===== config.mk =====
export PLATFORM = sky130hd
export DESIGN_NAME = floor_request_dispatcher
export DESIGN_NICKNAME = d
export VERILOG_FILES = /design/src/rtl/floor_request_dispatcher.sv
export SDC_FILE = /design/constraint.sdc
export NUM_CORES = 1
export LEC_CHECK = 0
export CAP_MARGIN = 40
export CELL_PAD_IN_SITES_DETAIL_PLACEMENT = 0
export CELL_PAD_IN_SITES_GLOBAL_PLACEMENT = 1
export CORE_UTILIZATION = 30
export CTS_BUF_LIST = sky130_fd_sc_hd__clkbuf_8
export CTS_CLUSTER_DIAMETER = 80
export DETAILED_ROUTE_END_ITERATION = 8
export PLACE_DENSITY = 0.67
export REMOVE_ABC_BUFFERS = 1
export SYNTH_ARGS = -nofsm -noshare
export SYNTH_HDL_FRONTEND = slang
export SYNTH_SLANG_ARGS = --single-unit

===== constraint.sdc =====
create_clock -name clk -period 11.7 [get_ports clk]
set_clock_uncertainty 0.15 [all_clocks]
set_input_delay 1.17 -clock clk [delete_from_list [all_inputs] [get_ports clk]]
set_output_delay 1.17 -clock clk [all_outputs]
set_load 0.03 [all_outputs]

===== src/rtl/floor_request_dispatcher.sv =====
// Serialises elevator call-button presses into single req_floor/weight requests,
// each shown as a value change and followed by a return-to-zero gap.
module floor_request_dispatcher #(
    parameter int FLOOR_W     = 3,
    parameter int WEIGHT_W    = 11,
    parameter int HOLD_CYCLES = 2,
    parameter int GAP_CYCLES  = 1
) (
    input  logic                  clk,
    input  logic                  rst_n,
    input  logic [2**FLOOR_W-1:0] button,
    input  logic [WEIGHT_W-1:0]   load_weight,
    input  logic                  complete,
    input  logic [FLOOR_W-1:0]    out_floor,
    input  logic                  over_weight,
    output logic [FLOOR_W-1:0]    req_floor,
    output logic [WEIGHT_W-1:0]   weight,
    output logic [2**FLOOR_W-1:0] lamp,
    output logic                  busy,
    output logic                  alarm,
    output logic [1:0]            dbg_state
);

    localparam int NF      = 2**FLOOR_W;
    localparam int IW      = FLOOR_W + 1;
    localparam int CNT_MAX = (HOLD_CYCLES > GAP_CYCLES) ? HOLD_CYCLES : GAP_CYCLES;
    localparam int CW      = (CNT_MAX > 1) ? $clog2(CNT_MAX) : 1;

    localparam logic [1:0] S_IDLE  = 2'd0;
    localparam logic [1:0] S_DRIVE = 2'd1;
    localparam logic [1:0] S_GAP   = 2'd2;

    logic [1:0]          r_state;
    logic [CW-1:0]       r_cnt;
    logic [NF-1:0]       r_btn_q;
    logic [NF-1:0]       r_pending;
    logic [NF-1:0]       r_outstanding;
    logic [NF-1:0]       r_lamp;
    logic [FLOOR_W-1:0]  r_last;
    logic [FLOOR_W-1:0]  r_req;
    logic [WEIGHT_W-1:0] r_weight;
    logic                r_busy;
    logic                r_alarm;

    logic [NF-1:0]       w_rise;
    logic [NF-1:0]       w_clr;
    logic [NF-1:0]       w_sel_mask;
    logic [NF-1:0]       w_pend_nxt;
    logic [NF-1:0]       w_out_nxt;
    logic [FLOOR_W-1:0]  w_sel_floor;
    logic                w_issue;

    assign w_rise = button & ~r_btn_q & ~r_lamp & ~NF'(1);
    assign w_clr  = (complete && out_floor != '0) ? (NF'(1) << out_floor) : '0;

    // Round-robin: scan floors from last_issued+1 upward over 1..NF-1; the
    // reverse loop lets the nearest pending floor overwrite farther ones.
    always_comb begin
        logic [IW-1:0]      start_idx;
        logic [IW-1:0]      idx;
        logic [FLOOR_W-1:0] fl;
        w_sel_floor = '0;
        idx         = '0;
        fl          = '0;
        start_idx   = (r_last == FLOOR_W'(NF-1)) ? '0 : IW'(r_last);
        for (int k = NF-2; k >= 0; k--) begin
            idx = start_idx + IW'(k);
            if (idx >= IW'(NF-1)) idx = idx - IW'(NF-1);
            fl = FLOOR_W'(idx + IW'(1));
            if (r_pending[fl]) w_sel_floor = fl;
        end
    end

    assign w_issue    = (r_state == S_IDLE) && !r_alarm && (r_pending != '0);
    assign w_sel_mask = w_issue ? (NF'(1) << w_sel_floor) : '0;
    // Serve clear is applied last so it beats a same-cycle capture.
    assign w_pend_nxt = (r_pending | w_rise) & ~w_sel_mask & ~w_clr;
    assign w_out_nxt  = (r_outstanding | w_sel_mask) & ~w_clr;

    always_ff @(posedge clk or negedge rst_n) begin
        if (!rst_n) begin
            r_state       <= S_IDLE;
            r_cnt         <= '0;
            r_btn_q       <= '0;
            r_pending     <= '0;
            r_outstanding <= '0;
            r_lamp        <= '0;
            r_last        <= '0;
            r_req         <= '0;
            r_weight      <= '0;
            r_busy        <= 1'b0;
            r_alarm       <= 1'b0;
        end else begin
            r_btn_q       <= button;
            r_alarm       <= over_weight;
            r_pending     <= w_pend_nxt;
            r_outstanding <= w_out_nxt;
            r_lamp        <= w_pend_nxt | w_out_nxt;
            case (r_state)
                S_IDLE: begin
                    if (w_issue) begin
                        r_req    <= w_sel_floor;
                        r_weight <= load_weight;
                        r_last   <= w_sel_floor;
                        r_cnt    <= CW'(HOLD_CYCLES - 1);
                        r_state  <= S_DRIVE;
                        r_busy   <= 1'b1;
                    end
                end
                S_DRIVE: begin
                    if (r_cnt == '0) begin
                        r_req   <= '0;
                        r_cnt   <= CW'(GAP_CYCLES - 1);
                        r_state <= S_GAP;
                    end else begin
                        r_cnt <= r_cnt - CW'(1);
                    end
                end
                S_GAP: begin
                    if (r_cnt == '0) begin
                        r_state <= S_IDLE;
                        r_busy  <= 1'b0;
                    end else begin
                        r_cnt <= r_cnt - CW'(1);
                    end
                end
                default: begin
                    r_state <= S_IDLE;
                    r_busy  <= 1'b0;
                    r_req   <= '0;
                end
            endcase
        end
    end

    assign req_floor = r_req;
    assign weight    = r_weight;
    assign lamp      = r_lamp;
    assign busy      = r_busy;
    assign alarm     = r_alarm;
    assign dbg_state = r_state;

endmodule


==> impl_metrics.xml, run 1 <==
<?xml version="1.0" encoding="UTF-8"?>
<metrics>
  <group name="outcome">
    <metric name="outcome" unit="">complete, no violations</metric>
  </group>
  <group name="place">
    <metric name="placement.io_buffers" unit="">50</metric>
    <metric name="numPlacedInstances" unit="">551</metric>
    <metric name="place.gp.congestion" unit="">0.856</metric>
    <metric name="hpwlAfterDp" unit="um">6780</metric>
  </group>
  <group name="global_routing">
    <metric name="grt_pass1_vias" unit="">2918</metric>
    <metric name="antenna_found_initial" unit="">0</metric>
    <metric name="global_route.overflow_total" unit="">0</metric>
    <metric name="grt_first_pass_wirelength" unit="um">14900</metric>
    <metric name="global_route.usage.total" unit="">0.145</metric>
    <metric name="grt_start_max_net_pins" unit="">54</metric>
  </group>
  <group name="sta">
    <metric name="setup_viol_count_final" unit="">0</metric>
    <metric name="period_minus_slack" unit="ns">5.45</metric>
    <metric name="finalMaxSlewViolations" unit="">0</metric>
    <metric name="finalCritPeriodShare" unit="">0.466</metric>
    <metric name="grt_setup_unrepaired" unit="">no</metric>
    <metric name="timing.fmax" unit="MHz">184</metric>
    <metric name="timing_worst_slew_pin_value" unit="ns">0.800</metric>
    <metric name="setup-tns-final" unit="ns">0</metric>
    <metric name="hold_viol" unit="">0</metric>
    <metric name="timing.max_slew.rel_slack" unit="">0.463</metric>
  </group>
  <group name="critical_path">
    <metric name="r2r_slack" unit="ns">6.25</metric>
    <metric name="cp_cell_sequence" unit="">ha_1 &gt; a21boi_2 &gt; nand2_1 &gt; inv_1 &gt; ha_1 &gt; and2_1 &gt; mux2i_2 &gt; ha_1 &gt; mux4_2 &gt; mux2i_1 &gt; nand2b_1 &gt; nand3_1 &gt; o31ai_4 &gt; nor3b_1 &gt; or3_1</metric>
    <metric name="startpoint_type" unit="">flop</metric>
    <metric name="worst_setup_path_startpoint" unit="">r_last[0]</metric>
    <metric name="critPathRequiredTime" unit="ns">11.79</metric>
    <metric name="critical_path_s_largest_stage_delay" unit="ns">0.66</metric>
    <metric name="end_kind" unit="">flop</metric>
    <metric name="path_max_fanout" unit="">15</metric>
    <metric name="timing.critical_path.to" unit="">lamp[0]</metric>
    <metric name="crit-reg2reg-capture" unit="">lamp[0]</metric>
    <metric name="critical_path.n_buffers_inverters" unit="">1</metric>
    <metric name="cpLargestDelayFamily" unit="">compound AO/OA/AOI/OAI gates</metric>
    <metric name="worstReg2RegStart" unit="">r_last[0]</metric>
    <metric name="crit_arrival" unit="ns">5.54</metric>
    <metric name="worst_path_max_delay_cell" unit="">a21boi_2</metric>
    <metric name="cp_common_cell" unit="">ha_1</metric>
    <metric name="critical_path_depth" unit="">15</metric>
    <metric name="crit_path_kind" unit="">flop to flop</metric>
    <metric name="reg2reg_depth" unit="">15</metric>
  </group>
  <group name="final_layout">
    <metric name="final_common_cell" unit="">dfrtp_1</metric>
    <metric name="layout.nets" unit="">453</metric>
    <metric name="layout-drive-gt1-share" unit="">0.138</metric>
    <metric name="antenna_cells_inserted" unit="">0</metric>
    <metric name="layout.cells.most_common_list" unit="">53 x dfrtp_1, 49 x clkdlybuf4s50_1, 35 x a21oi_1</metric>
    <metric name="finish.cell_count_without_fillers" unit="">559</metric>
    <metric name="synthToLayoutAreaGrowth" unit="%">19.0</metric>
    <metric name="postLayoutCoreUtil" unit="">0.366</metric>
  </group>
  <group name="synth">
    <metric name="synthCells" unit="">371</metric>
    <metric name="ys_warn_count" unit="">0</metric>
    <metric name="ys_ff_latch" unit="">53</metric>
    <metric name="top_ff_cell_synth" unit="">dfrtp_1</metric>
    <metric name="postSynth.asyncResetShare" unit="">1.00</metric>
    <metric name="avgSynthCellArea" unit="um^2">9.95</metric>
    <metric name="synth_cell_type_count" unit="">69</metric>
    <metric name="synth_sequential_area_ratio" unit="">0.359</metric>
    <metric name="post_synth_edffs" unit="">0</metric>
    <metric name="synth.cell_area" unit="um^2">3690</metric>
  </group>
  <group name="clock_network">
    <metric name="clkSinkCount" unit="">53</metric>
    <metric name="cts.clk_slew.worst_paths" unit="ns">0.09</metric>
    <metric name="tritoncts" unit="">done</metric>
    <metric name="post_cts_resized" unit="">0</metric>
    <metric name="cts_htree_levels" unit="">2</metric>
    <metric name="clockBufferDepth" unit="">2</metric>
    <metric name="cts_root_buffer" unit="">clkbuf_8</metric>
    <metric name="number_of_buffers_inserted_during_clock_tree_synthesis" unit="">5</metric>
    <metric name="post-cts-setup-buffer-count" unit="">0</metric>
    <metric name="post_cts_hold_buffers" unit="">0</metric>
    <metric name="clock_latency" unit="ns">0.31</metric>
  </group>
  <group name="routing">
    <metric name="detailroute.wirelength.met3" unit="um">434</metric>
    <metric name="per_cell_via_count_in_the_routed_design" unit="">5.22</metric>
    <metric name="total_vias_in_the_final_route" unit="">2920</metric>
    <metric name="final_antenna_violating_net_count" unit="">0</metric>
    <metric name="drcViolationCount" unit="">0</metric>
    <metric name="met2_length" unit="um">4340</metric>
    <metric name="highest_layer" unit="">met4</metric>
    <metric name="detail_route.iter0.violations" unit="">199</metric>
    <metric name="wl_per_cell" unit="um">16.1</metric>
    <metric name="drt_first_pass_iters" unit="">4</metric>
    <metric name="met1Wirelength" unit="um">4160</metric>
    <metric name="routed_wl" unit="um">9000</metric>
  </group>
  <group name="hold_path">
    <metric name="worstHoldStart" unit="">r_outstanding[0]</metric>
    <metric name="worstHoldPathType" unit="">flop to flop</metric>
  </group>
  <group name="die">
    <metric name="start_util" unit="">0.307</metric>
    <metric name="num_io_pins" unit="">52</metric>
    <metric name="fp.coreArea" unit="um^2">12000</metric>
    <metric name="floorplan.die_area" unit="um^2">12800</metric>
    <metric name="core.rowCount" unit="">40</metric>
    <metric name="die_y_extent" unit="um">113</metric>
    <metric name="die_width" unit="um">113</metric>
  </group>
  <group name="run">
    <metric name="maxcap_violations" unit="">0</metric>
  </group>
</metrics>
synth_stat cells (all sizes together) (3+ instances only):
cell type	number	area share
nor3b	3	0.0091
nand2b	12	0.020
buf	9	0.015
xor2	3	0.0071
nand2	19	0.019
xnor2	8	0.028
a311oi	3	0.0071
nor3	6	0.0081
nor2	31	0.032
clkbuf	11	0.011
dfrtp	53	0.36
mux2i	19	0.054
ha	15	0.051
mux2	15	0.046
o21a	3	0.0061
inv	33	0.034
o21ai	13	0.019
or2	3	0.0051
and2	4	0.0068
a31oi	3	0.0068
o31ai	6	0.017
o211ai	4	0.012
mux4	13	0.079
nor2b	4	0.0068
nand3	11	0.016
a21oi	35	0.047
layer usage:
layer	vias to the layer above	track usage
met5	-	0
met4	0	0.0325
met3	8	0.0161
met2	67	0.247
met1	1441	0.199
li1	1404	-
cell families after synthesis:
kind of cell / Yosys count / share of synthesized area
simple gates: 100 / 0.137
mux: 47 / 0.179
compound gates: 91 / 0.174
fa+ha+maj: 16 / 0.0563
xor+xnor: 11 / 0.0352
flops: 53 / 0.359
buf+inv: 53 / 0.0596
area by class of cell:
class                   count  area, um^2
repair buffers             53         518
inverters                  33         124
well taps                 147         184
multi-input cells         265        2150
clock inverters             3        21.3
flip-flops and latches     53        1330
clock buffers               5        68.8
fillers                  1222        7620
flip-flops by register name, indices dropped and copies added, names as in the netlist:
name,count
r_outstanding,8
lamp,8
busy,1
dbg_state,2
r_btn_q,7
r_cnt,1
r_pending,8
weight,11
alarm,1
req_floor,3
r_last,3
worst min path at each step:
stage | end | slack [ns] | cells after the start
finish | lamp[0] | 0.31 | 1
global route | r_outstanding[0] | 0.34 | 1
CTS | lamp[0] | 0.32 | 1
detailed placement | lamp[0] | 0.30 | 1
global placement | r_outstanding[0] | 0.29 | 1
floorplan | r_outstanding[0] | 0.28 | 1
metrics by stage:
| step | worst slack (ns) | hold slack, ns | area, um^2 |
|---|---|---|---|
| 2_1_floorplan | 6.96 | 0.277 | 3600 |
| 5_1_grt | 5.94 | 0.336 | 4390 |
| 3_5_place_dp | 6.28 | 0.297 | 4300 |
| 6_report | 6.25 | 0.313 | 4390 |
| 4_1_cts | 6.24 | 0.318 | 4390 |
| 3_3_place_gp | 6.39 | 0.290 | 4300 |
Power of run 1 is left out: the tool's default activity adds up to more than one toggle a clock period on the data nets, which glitch-free logic cannot reach.
==> inputs of run 2 (changes only) <==
==> constraint.sdc (replaced) <==
create_clock -name clk -period 5.6 [get_ports clk]
set_clock_uncertainty 0.15 [all_clocks]
set_input_delay 0.56 -clock clk [delete_from_list [all_inputs] [get_ports clk]]
set_output_delay 0.56 -clock clk [all_outputs]
set_load 0.03 [all_outputs]
==> impl_metrics.xml, run 2 (same netlist as run 1, synthesis figures left out) <==
<?xml version="1.0" encoding="UTF-8"?>
<metrics>
  <group name="critical_path">
    <metric name="critical_path.n_buffers_inverters" unit="">1</metric>
    <metric name="startpoint_type" unit="">flop</metric>
    <metric name="critPathRequiredTime" unit="ns">5.69</metric>
    <metric name="cp_cell_sequence" unit="">ha_1 &gt; nand2b_1 &gt; inv_1 &gt; ha_1 &gt; and2_1 &gt; mux2i_2 &gt; ha_1 &gt; mux4_2 &gt; mux2i_1 &gt; nand2b_1 &gt; nand3_1 &gt; o31ai_4 &gt; nor3b_1 &gt; or3_1</metric>
    <metric name="end_kind" unit="">flop</metric>
    <metric name="worst_path_max_delay_cell" unit="">dfrtp_1</metric>
    <metric name="crit_arrival" unit="ns">4.98</metric>
    <metric name="critical_path_s_largest_stage_delay" unit="ns">0.64</metric>
    <metric name="path_max_fanout" unit="">15</metric>
    <metric name="cp_common_cell" unit="">ha_1</metric>
    <metric name="cpLargestDelayFamily" unit="">simple AND/OR/NAND/NOR gates</metric>
    <metric name="crit_path_kind" unit="">flop to flop</metric>
  </group>
  <group name="global_routing">
    <metric name="grt_pass1_vias" unit="">3137</metric>
    <metric name="global_route.usage.total" unit="">0.154</metric>
    <metric name="antenna_found_initial" unit="">0</metric>
    <metric name="global_route.overflow_total" unit="">0</metric>
    <metric name="grt_start_max_net_pins" unit="">54</metric>
    <metric name="grt_first_pass_wirelength" unit="um">15700</metric>
  </group>
  <group name="sta">
    <metric name="grt_setup_unrepaired" unit="">no</metric>
    <metric name="timing.max_slew.rel_slack" unit="">0.557</metric>
    <metric name="period_minus_slack" unit="ns">4.89</metric>
    <metric name="hold_viol" unit="">0</metric>
    <metric name="setup_viol_count_final" unit="">0</metric>
    <metric name="setup-tns-final" unit="ns">0</metric>
    <metric name="finalMaxSlewViolations" unit="">0</metric>
    <metric name="finalCritPeriodShare" unit="">0.873</metric>
    <metric name="timing_worst_slew_pin_value" unit="ns">0.665</metric>
    <metric name="timing.fmax" unit="MHz">205</metric>
  </group>
  <group name="routing">
    <metric name="drcViolationCount" unit="">0</metric>
    <metric name="detail_route.iter0.violations" unit="">219</metric>
    <metric name="drt_first_pass_iters" unit="">4</metric>
    <metric name="per_cell_via_count_in_the_routed_design" unit="">5.29</metric>
    <metric name="routed_wl" unit="um">9230</metric>
    <metric name="final_antenna_violating_net_count" unit="">0</metric>
    <metric name="detailroute.wirelength.met3" unit="um">332</metric>
    <metric name="met2_length" unit="um">4590</metric>
    <metric name="highest_layer" unit="">met4</metric>
    <metric name="wl_per_cell" unit="um">16.4</metric>
    <metric name="total_vias_in_the_final_route" unit="">2975</metric>
    <metric name="met1Wirelength" unit="um">4150</metric>
  </group>
  <group name="clock_network">
    <metric name="post_cts_hold_buffers" unit="">0</metric>
    <metric name="clockBufferDepth" unit="">2</metric>
    <metric name="cts.clk_slew.worst_paths" unit="ns">0.10</metric>
    <metric name="clkSinkCount" unit="">53</metric>
    <metric name="cts_root_buffer" unit="">clkbuf_8</metric>
    <metric name="clock_latency" unit="ns">0.30</metric>
    <metric name="post-cts-setup-buffer-count" unit="">0</metric>
    <metric name="post_cts_resized" unit="">0</metric>
    <metric name="cts_htree_levels" unit="">2</metric>
    <metric name="number_of_buffers_inserted_during_clock_tree_synthesis" unit="">5</metric>
    <metric name="tritoncts" unit="">done</metric>
  </group>
  <group name="die">
    <metric name="die_width" unit="um">113</metric>
    <metric name="num_io_pins" unit="">52</metric>
    <metric name="die_y_extent" unit="um">113</metric>
    <metric name="core.rowCount" unit="">40</metric>
    <metric name="start_util" unit="">0.307</metric>
    <metric name="floorplan.die_area" unit="um^2">12800</metric>
    <metric name="fp.coreArea" unit="um^2">12000</metric>
  </group>
  <group name="final_layout">
    <metric name="postLayoutCoreUtil" unit="">0.369</metric>
    <metric name="antenna_cells_inserted" unit="">0</metric>
    <metric name="largest_register_ff_count" unit="">11</metric>
    <metric name="finish.instance_area" unit="um^2">4440</metric>
    <metric name="layout-drive-gt1-share" unit="">0.145</metric>
    <metric name="layout.cells.most_common_list" unit="">53 x dfrtp_1, 49 x clkdlybuf4s50_1, 35 x a21oi_1</metric>
    <metric name="layout.nets" unit="">456</metric>
    <metric name="final_common_cell" unit="">dfrtp_1</metric>
    <metric name="fillCellCount" unit="">1233</metric>
    <metric name="synthToLayoutAreaGrowth" unit="%">20.2</metric>
  </group>
  <group name="run">
    <metric name="maxcap_violations" unit="">0</metric>
  </group>
  <group name="place">
    <metric name="hpwlAfterDp" unit="um">6890</metric>
    <metric name="dpl-instance-area" unit="um^2">4330</metric>
    <metric name="placement.io_buffers" unit="">50</metric>
    <metric name="place.gp.congestion" unit="">0.829</metric>
  </group>
  <group name="outcome">
    <metric name="outcome" unit="">complete, no violations</metric>
  </group>
  <group name="hold_path">
    <metric name="worstHoldPathType" unit="">input port to async pin</metric>
  </group>
</metrics>
-- run 2: cell count changes in the layout (fill, tap and decap cells not counted), sizes merged --
| cell | before | now |
|---|---|---|
| clkinvlp | 1 | 0 |
| bufinv | 0 | 1 |
| buf | 4 | 7 |
-- run 2: worst register-to-register path: cells and delay by family (launching register included) --
| kind | cells | cell delay [ns] |
|---|---|---|
| AND/OR/NAND/NOR | 6 | 1.34 |
| adder cells (fa/ha/maj) | 3 | 1.09 |
| multiplexers | 3 | 0.98 |
| flip-flops | 1 | 0.64 |
| AO/OA/AOI/OAI | 1 | 0.52 |
| buffers and inverters | 1 | 0.11 |
-- run 2: cell type report --
| type | count | area, um^2 | area share |
|---|---|---|---|
| Tap cell | 147 | 184 | 0.0414 |
| Inverter | 33 | 124 | 0.0279 |
| Clock buffer | 5 | 68.8 | 0.0155 |
| Sequential cell | 53 | 1330 | 0.299 |
| Clock inverter | 3 | 43.8 | 0.00987 |
| Timing Repair Buffer | 56 | 541 | 0.122 |
| Multi-Input combinational cell | 265 | 2150 | 0.485 |
-- run 2: per-stage QoR --
| stage | std cells | hold slack, ns | worst slack (ns) |
|---|---|---|---|
| 4_1_cts | 562 | 0.235 | 0.707 |
| 2_1_floorplan | 351 | 0.114 | 0.856 |
| 3_3_place_gp | 554 | 0.290 | 0.777 |
| 3_5_place_dp | 554 | 0.298 | 0.750 |
| 5_1_grt | 562 | 0.269 | 0.272 |
| 6_report | 562 | 0.207 | 0.712 |
-- run 2: worst paths after layout --
check | startpoint | to | slack, ns | cells past startpoint
max | r_last[0] | lamp[0] | 0.71 | 14
min | rst_n | weight[4] | 0.21 | 2
max reg2reg | r_last[0] | lamp[0] | 0.71 | 14
min reg2reg | r_outstanding[0] | lamp[0] | 0.32 | 1
max in group asynchronous | rst_n | r_outstanding[0] | 4.64 | 2
min in group clk | r_outstanding[0] | lamp[0] | 0.32 | 1
-- run 2: metal layers --
metal  track usage  vias up
met5             0        -
met4        0.0447        0
met2         0.270       71
met1         0.201     1472
li1              -     1416
met3        0.0177       16
Power of run 2 is left out for the same reason.
==> inputs of run 3 (changes only) <==
--- a/config.mk
+++ b/config.mk
@@ -8,12 +8,14 @@
 export CAP_MARGIN = 40
 export CELL_PAD_IN_SITES_DETAIL_PLACEMENT = 0
 export CELL_PAD_IN_SITES_GLOBAL_PLACEMENT = 1
+export CORE_ASPECT_RATIO = 0.5
 export CORE_UTILIZATION = 30
 export CTS_BUF_LIST = sky130_fd_sc_hd__clkbuf_8
 export CTS_CLUSTER_DIAMETER = 80
 export DETAILED_ROUTE_END_ITERATION = 8
-export PLACE_DENSITY = 0.67
+export PLACE_DENSITY_LB_ADDON = 0.1
 export REMOVE_ABC_BUFFERS = 1
+export SKIP_CTS_REPAIR_TIMING = 1
 export SYNTH_ARGS = -nofsm -noshare
 export SYNTH_HDL_FRONTEND = slang
 export SYNTH_SLANG_ARGS = --single-unit
==> impl_metrics.xml, run 3 (same netlist as run 1, synthesis figures left out) <==
<?xml version="1.0" encoding="UTF-8"?>
<metrics>
  <group name="critical_path">
    <metric name="critical_path_s_largest_stage_delay" unit="ns">0.66</metric>
    <metric name="crit_path_kind" unit="">flop to flop</metric>
    <metric name="end_kind" unit="">flop</metric>
    <metric name="critPathRequiredTime" unit="ns">5.69</metric>
    <metric name="cp_common_cell" unit="">ha_1</metric>
    <metric name="startpoint_type" unit="">flop</metric>
    <metric name="critical_path.n_buffers_inverters" unit="">1</metric>
    <metric name="worst_path_max_delay_cell" unit="">dfrtp_1</metric>
    <metric name="cp_cell_sequence" unit="">ha_1 &gt; nand2b_1 &gt; inv_1 &gt; ha_1 &gt; and2_1 &gt; mux2i_2 &gt; ha_1 &gt; mux4_2 &gt; mux2i_1 &gt; nand2b_1 &gt; nand3_1 &gt; o31ai_4 &gt; nor3b_1 &gt; or3_1</metric>
    <metric name="path_max_fanout" unit="">15</metric>
    <metric name="cpLargestDelayFamily" unit="">simple AND/OR/NAND/NOR gates</metric>
    <metric name="crit_arrival" unit="ns">5.15</metric>
  </group>
  <group name="global_routing">
    <metric name="grt_first_pass_wirelength" unit="um">15900</metric>
    <metric name="grt_start_max_net_pins" unit="">54</metric>
    <metric name="global_route.overflow_total" unit="">0</metric>
    <metric name="global_route.usage.total" unit="">0.158</metric>
    <metric name="antenna_found_initial" unit="">0</metric>
    <metric name="grt_pass1_vias" unit="">3066</metric>
  </group>
  <group name="die">
    <metric name="num_io_pins" unit="">52</metric>
    <metric name="die_y_extent" unit="um">80.4</metric>
    <metric name="die_width" unit="um">159</metric>
    <metric name="fp.coreArea" unit="um^2">11900</metric>
    <metric name="core.rowCount" unit="">28</metric>
    <metric name="start_util" unit="">0.310</metric>
    <metric name="floorplan.die_area" unit="um^2">12800</metric>
  </group>
  <group name="routing">
    <metric name="per_cell_via_count_in_the_routed_design" unit="">5.17</metric>
    <metric name="final_antenna_violating_net_count" unit="">0</metric>
    <metric name="detail_route.iter0.violations" unit="">196</metric>
    <metric name="drt_first_pass_iters" unit="">5</metric>
    <metric name="total_vias_in_the_final_route" unit="">2996</metric>
    <metric name="wl_per_cell" unit="um">16.5</metric>
    <metric name="drcViolationCount" unit="">0</metric>
    <metric name="routed_wl" unit="um">9550</metric>
  </group>
  <group name="sta">
    <metric name="setup-tns-final" unit="ns">0</metric>
    <metric name="holdWs" unit="ns">0.216</metric>
    <metric name="timing.max_slew.rel_slack" unit="">0.545</metric>
    <metric name="finalCritPeriodShare" unit="">0.903</metric>
    <metric name="hold_viol" unit="">0</metric>
    <metric name="finalMaxSlewViolations" unit="">0</metric>
    <metric name="period_minus_slack" unit="ns">5.06</metric>
    <metric name="timing.fmax" unit="MHz">198</metric>
    <metric name="grt_setup_unrepaired" unit="">no</metric>
    <metric name="timing.final.ws_setup" unit="ns">0.544</metric>
    <metric name="setup_viol_count_final" unit="">0</metric>
    <metric name="timing_worst_slew_pin_value" unit="ns">0.683</metric>
  </group>
  <group name="clock_network">
    <metric name="number_of_buffers_inserted_during_clock_tree_synthesis" unit="">5</metric>
    <metric name="cts.clk_slew.worst_paths" unit="ns">0.09</metric>
    <metric name="clockBufferDepth" unit="">2</metric>
    <metric name="tritoncts" unit="">done</metric>
    <metric name="clkSinkCount" unit="">53</metric>
    <metric name="clock_latency" unit="ns">0.30</metric>
    <metric name="cts_root_buffer" unit="">clkbuf_8</metric>
    <metric name="cts_htree_levels" unit="">2</metric>
  </group>
  <group name="final_layout">
    <metric name="postLayoutCoreUtil" unit="">0.375</metric>
    <metric name="antenna_cells_inserted" unit="">0</metric>
    <metric name="synthToLayoutAreaGrowth" unit="%">20.9</metric>
    <metric name="final_common_cell" unit="">dfrtp_1</metric>
    <metric name="layout.nets" unit="">456</metric>
    <metric name="largest_register_ff_count" unit="">11</metric>
    <metric name="fillCellCount" unit="">1221</metric>
    <metric name="layout-drive-gt1-share" unit="">0.142</metric>
    <metric name="layout.cells.most_common_list" unit="">53 x dfrtp_1, 49 x clkdlybuf4s50_1, 35 x a21oi_1</metric>
  </group>
  <group name="place">
    <metric name="hpwlAfterDp" unit="um">7130</metric>
    <metric name="placement.io_buffers" unit="">50</metric>
    <metric name="place_worst_setup_slack" unit="ns">0.627</metric>
    <metric name="place.gp.congestion" unit="">0.883</metric>
  </group>
  <group name="run">
    <metric name="maxcap_violations" unit="">0</metric>
  </group>
  <group name="hold_path">
    <metric name="worstHoldPathType" unit="">input port to async pin</metric>
  </group>
  <group name="outcome">
    <metric name="outcome" unit="">complete, no violations</metric>
  </group>
</metrics>
## run 3: cell types whose count changed in the layout (fill, tap and decap cells not counted)
| cell | previous run | this run |
|---|---|---|
| clkbuf_8 | 5 | 6 |
| clkinv_2 | 1 | 0 |
| inv_6 | 1 | 0 |
| inv_1 | 32 | 33 |
## run 3: layout make-up
cell class                      count  area, um^2  share of cell area
Inverter                           33         124              0.0277
Clock buffer                        6        82.6              0.0185
Clock inverter                      2        33.8             0.00757
Tap cell                          165         206              0.0462
Sequential cell                    53        1330               0.297
Timing Repair Buffer               56         541               0.121
Multi-Input combinational cell    265        2150               0.482
## run 3: path summary, 6_finish.rpt
path,from,depth (start not counted),endpoint,slack (ns)
min in group clk,r_outstanding[0],1,r_outstanding[0],0.33
setup / recovery,r_last[0],14,lamp[0],0.54
setup reg to reg,r_last[0],14,lamp[0],0.54
max in group asynchronous,rst_n,2,r_outstanding[5],4.62
hold reg to reg,r_outstanding[0],1,r_outstanding[0],0.33
hold / removal,rst_n,2,lamp[0],0.22
## run 3: metrics by stage
step           instances  area [um^2]
2_1_floorplan        351         3600
3_3_place_gp         572         4350
3_5_place_dp         572         4350
4_1_cts              580         4460
5_1_grt              580         4460
6_report             580         4460
## run 3: per-layer routing
metal	GRT usage	wire, um	vias to the layer above
met1	0.204	4520	1482
met4	0.0423	146	0
li1	-	-	1427
met3	0.0310	454	8
met2	0.271	4430	79
met5	0	0	-
Power of run 3 is left out for the same reason.
